<file path="src/rtl/switch_stm_demux.sv">
// rtl/switch_stm_demux.sv - one-input, three-output stream demux with per-port one-entry buffers
//
// Routes each accepted input word to one of three output ports by din_sel.
// Select values 3..7 are unmapped: those words are accepted and discarded,
// and drop_cnt counts them (saturating at 255).
//
// Ports:
//   clk, rst_n          clock, asynchronous active-low reset
//   din_data/sel/vld    input word, destination select, valid
//   din_rd              input accepted this cycle (combinational)
//   dout{0,1,2}_data    registered output word of each port
//   dout{0,1,2}_vld     port buffer holds a word
//   dout{0,1,2}_rd      sink of each port accepts the word
//   drop_cnt            saturating count of discarded words

module switch_stm_demux #(
    parameter int DATA_WIDTH = 8
) (
    input  logic                  clk,
    input  logic                  rst_n,
    input  logic [DATA_WIDTH-1:0] din_data,
    input  logic [2:0]            din_sel,
    input  logic                  din_vld,
    output logic                  din_rd,
    output logic [DATA_WIDTH-1:0] dout0_data,
    output logic                  dout0_vld,
    input  logic                  dout0_rd,
    output logic [DATA_WIDTH-1:0] dout1_data,
    output logic                  dout1_vld,
    input  logic                  dout1_rd,
    output logic [DATA_WIDTH-1:0] dout2_data,
    output logic                  dout2_vld,
    input  logic                  dout2_rd,
    output logic [7:0]            drop_cnt
);

    logic [2:0]            full;
    logic [2:0]            sink_rd;
    logic [2:0]            load;
    logic [2:0]            drain;
    logic                  drop;
    logic [DATA_WIDTH-1:0] data_q [3];

    assign sink_rd = {dout2_rd, dout1_rd, dout0_rd};
    assign drain   = full & sink_rd;

    // A port can take a new word when empty or when its current word leaves
    // this same cycle; the replacement then lands without a bubble.
    // din_rd depends only on the presented select, never on din_vld.
    always_comb begin
        din_rd = 1'b1;
        load   = 3'b000;
        drop   = 1'b0;
        case (din_sel)
            3'd0: begin
                din_rd  = ~full[0] | sink_rd[0];
                load[0] = din_vld & din_rd;
            end
            3'd1: begin
                din_rd  = ~full[1] | sink_rd[1];
                load[1] = din_vld & din_rd;
            end
            3'd2: begin
                din_rd  = ~full[2] | sink_rd[2];
                load[2] = din_vld & din_rd;
            end
            default: begin
                drop = din_vld;
            end
        endcase
    end

    // Load wins over drain so a simultaneous drain+load keeps the port full.
    always_ff @(posedge clk or negedge rst_n) begin
        if (!rst_n) begin
            full     <= 3'b000;
            drop_cnt <= 8'd0;
        end else begin
            full <= load | (full & ~drain);
            if (drop && (drop_cnt != 8'hFF)) begin
                drop_cnt <= drop_cnt + 8'd1;
            end
        end
    end

    // Data registers carry no reset; their contents only matter while full.
    always_ff @(posedge clk) begin
        for (int i = 0; i < 3; i++) begin
            if (load[i]) begin
                data_q[i] <= din_data;
            end
        end
    end

    assign dout0_data = data_q[0];
    assign dout1_data = data_q[1];
    assign dout2_data = data_q[2];
    assign dout0_vld  = full[0];
    assign dout1_vld  = full[1];
    assign dout2_vld  = full[2];

endmodule

</file>
<file path="config.mk">
export PLATFORM = sky130hd
export DESIGN_NAME = switch_stm_demux
export DESIGN_NICKNAME = d
export VERILOG_FILES = /design/src/rtl/switch_stm_demux.sv
export SDC_FILE = /design/constraint.sdc
export NUM_CORES = 1
export LEC_CHECK = 0
export CAP_MARGIN = 20
export CORE_MARGIN = 1
export CORE_UTILIZATION = 38
export DETAILED_ROUTE_END_ITERATION = 16
export GPL_TIMING_DRIVEN = 1
export PLACE_DENSITY = 0.82
export SETUP_SLACK_MARGIN = 0.02
export SLEW_MARGIN = 5
export SYNTH_ARGS = -nofsm -noshare
export SYNTH_HDL_FRONTEND = slang
export SYNTH_SLANG_ARGS = --single-unit
</file>
<file path="constraint.sdc">
create_clock -name clk -period 3 [get_ports clk]
set_clock_uncertainty 0.05 [all_clocks]
set_input_delay 0.45 -clock clk [delete_from_list [all_inputs] [get_ports clk]]
set_output_delay 0.45 -clock clk [all_outputs]
set_load 0.05 [all_outputs]
</file>
==> flow_summary.yaml <==
synthesis:
  synth_warnings: 0
  syn-instance-count: 88
  ys_ff_latch: 35
  seq_area_frac_synth: 0.731
  synth_common_cells: "24 x edfxtp_1, 11 x dfrtp_1, 7 x inv_1"
  synth.most_common_cell: "edfxtp_1"
  synth_largest_area_cell: "edfxtp_1"
  syn_area_um2: 1360
  synth_edf_count: 24
  synth_flop_cell: "edfxtp_1"
  async_flop_share: 0.314
  synth_cell_types: 32
  synth_fp_nets: 106
  yosysTopAreaCellShare: 0.529
  synthTopCellsByArea: "edfxtp_1 53%, dfrtp_1 20%, inv_1 1.9%, a21oi_1 1.8%, mux2_2 1.7%"
  syn_avg_cell_area_um2: 15.5
timing:
  max_slew_margin: 0.656
  fin_crit_sh: 0.801
  tightest_slew_ps: 515
  fin_crit_ps: 2400
  finalHoldViolations: 0
  whs_ps: 409
  rsz0062_at_grt: "no"
  maxSlewViolCount: 0
  fmax_ghz: 0.416
  totalNegativeSetupSlack_ps: 0
  fin_ws_ps: 598
  setup_viol: 0
worst_setup_path:
  crit_path_end_kind: "output pin"
  cp-startpoint: "din_sel[0]"
  crit_chain: "clkdlybuf4s50_1, or3b_2, a21oi_1, o21bai_1, buf_4"
  cp_max_fo: 8
  startpoint_type: "primary input"
  crit_slowest_cell: "clkdlybuf4s50_1"
  r2r-start: "drop_cnt[0]"
  required_ps: 2500
  cp_data_arrival_time_ps: 1900
  path_class: "primary input to output pin"
  worst-path-buf-inv: 2
  cp_slowest_stage_delay_ps: 530
  crit_family: "buffers and inverters"
cells_and_area:
  syn_to_final_growth_pct: 49.5
  drive_above_1_share: 0.132
  fin_nets: 168
  insertedDiodeCount: 0
  fin_cells: 197
run:
  max-cap-violations: 0
drt:
  viasPerCell: 4.92
  firstDrtPassIters: 4
  ant_nets: 0
  remaining_drc_errors: 0
  wl_per_cell_um: 13.7
  drt_wl_total_mm: 2.69
  drtIter0Drc: 8
  num_vias: 969
global_route:
  grt_pass1_vias: 893
  grt_max_degree: 12
  overflow: 0
  antenna_found_initial: 0
  grt_pass1_wl_mm: 4.14
  grt_use_total: 0.154
run_status:
  status: "finished clean"
placed_design:
  port_buffers: 52
  place_hpwl_mm: 2.01
  place_inst: 189
  gp_congestion: 0.905
  pre_cts_slack_ps: 607
power_and_ir_drop:
  ir_drop_v: 0.000589
  power_w: 0.00138
  p_leak_nw: 0.755
  p_per_area_nw_per_um2: 677
clock_tree:
  root_buffer: "clkbuf_4"
  clk_path_buf_depth: 2
  postCtsResizedCells: 0
  cts_tree: "yes"
  clk_pin_slew_ps: 100
  cts_sinks: 35
  ctsHoldBuffers: 0
  clkLatencyLatePin_ps: 320
  cts_max_level: 2
  postCtsSetupRepairBufs: 0
  numCtsBuffers: 5
floorplanning:
  core_um2: 3390
  start_util: 0.402
  die_y_um: 61.9
  fp.dieArea_um2: 3830
  ios: 53
  die_w_um: 61.9
  row_count: 21
hold_path:
  hp-class: "primary input to asynchronous set/reset pin"
-- metal layers --
layer | share of wire | vias up | track usage
met3 | 0.074 | 3 | 0.0580
met2 | 0.49 | 48 | 0.267
li1 | - | 460 | -
met5 | 0 | - | 0
met1 | 0.42 | 458 | 0.181
met4 | 0.0093 | 0 | 0.0381
-- layout make-up --
class	count	area, um2
tap	46	57.6
timing repair buffer	55	541
clock buffer	5	37.5
multi-input combinational	46	340
clock inverter	3	38.8
sequential	35	996
fill	264	1350
inverter	7	26.3
-- power by group --
part	switching, W	total, W	internal (W)
Combinational	0.000262	0.000417	0.000155
Sequential	0.0000801	0.000649	0.000569
Clock	0.000142	0.000313	0.000171
-- layout by cell type (no fill, tap or decap), types with 3 or more instances in the layout --
cell type	n
a21oi_1	5
buf_4	4
clkbuf_4	5
clkdlybuf4s50_1	51
dfrtp_1	11
edfxtp_1	24
inv_1	7
nand2_1	4
nand3_1	3
o21ai_0	3
-- cell families (layout without fill, tap and decap cells) --
| group | count (synthesis) | in the layout | share of synthesized area |
|---|---|---|---|
| and+or+nand+nor | 23 | 23 | 0.116 |
| muxes | 4 | 4 | 0.0321 |
| DFF | 35 | 35 | 0.731 |
| AOI/OAI and AO/OA | 15 | 15 | 0.0735 |
| buffers and inverters | 7 | 70 | 0.0193 |
| xor gates and xnor gates | 3 | 3 | 0.0193 |
| adders and majority gates | 1 | 1 | 0.00918 |
-- flip-flops by register name (all words and copies together) (netlist names) --
signal,flops
data_q,24
full,3
drop_cnt,8
-- metrics by stage --
stage | cell area, um2 | utilization
after detailed placement | 1960 | 0.578
final | 2040 | 0.601
after global routing | 2040 | 0.601
after global placement | 1960 | 0.578
after CTS | 2040 | 0.601
after floorplan | 1360 | -
-- path summary, 6_finish.rpt --
kind	slack, ps	end	depth (start not counted)
setup / recovery	600	din_rd	5
hold / removal	410	drop_cnt[6]	1
setup reg to reg	1430	drop_cnt[1]	4
hold reg to reg	530	drop_cnt[0]	1
max in group asynchronous	2140	full[1]	1
min in group clk	530	drop_cnt[0]	1
Note: power is estimated with default switching activity, not from simulation.
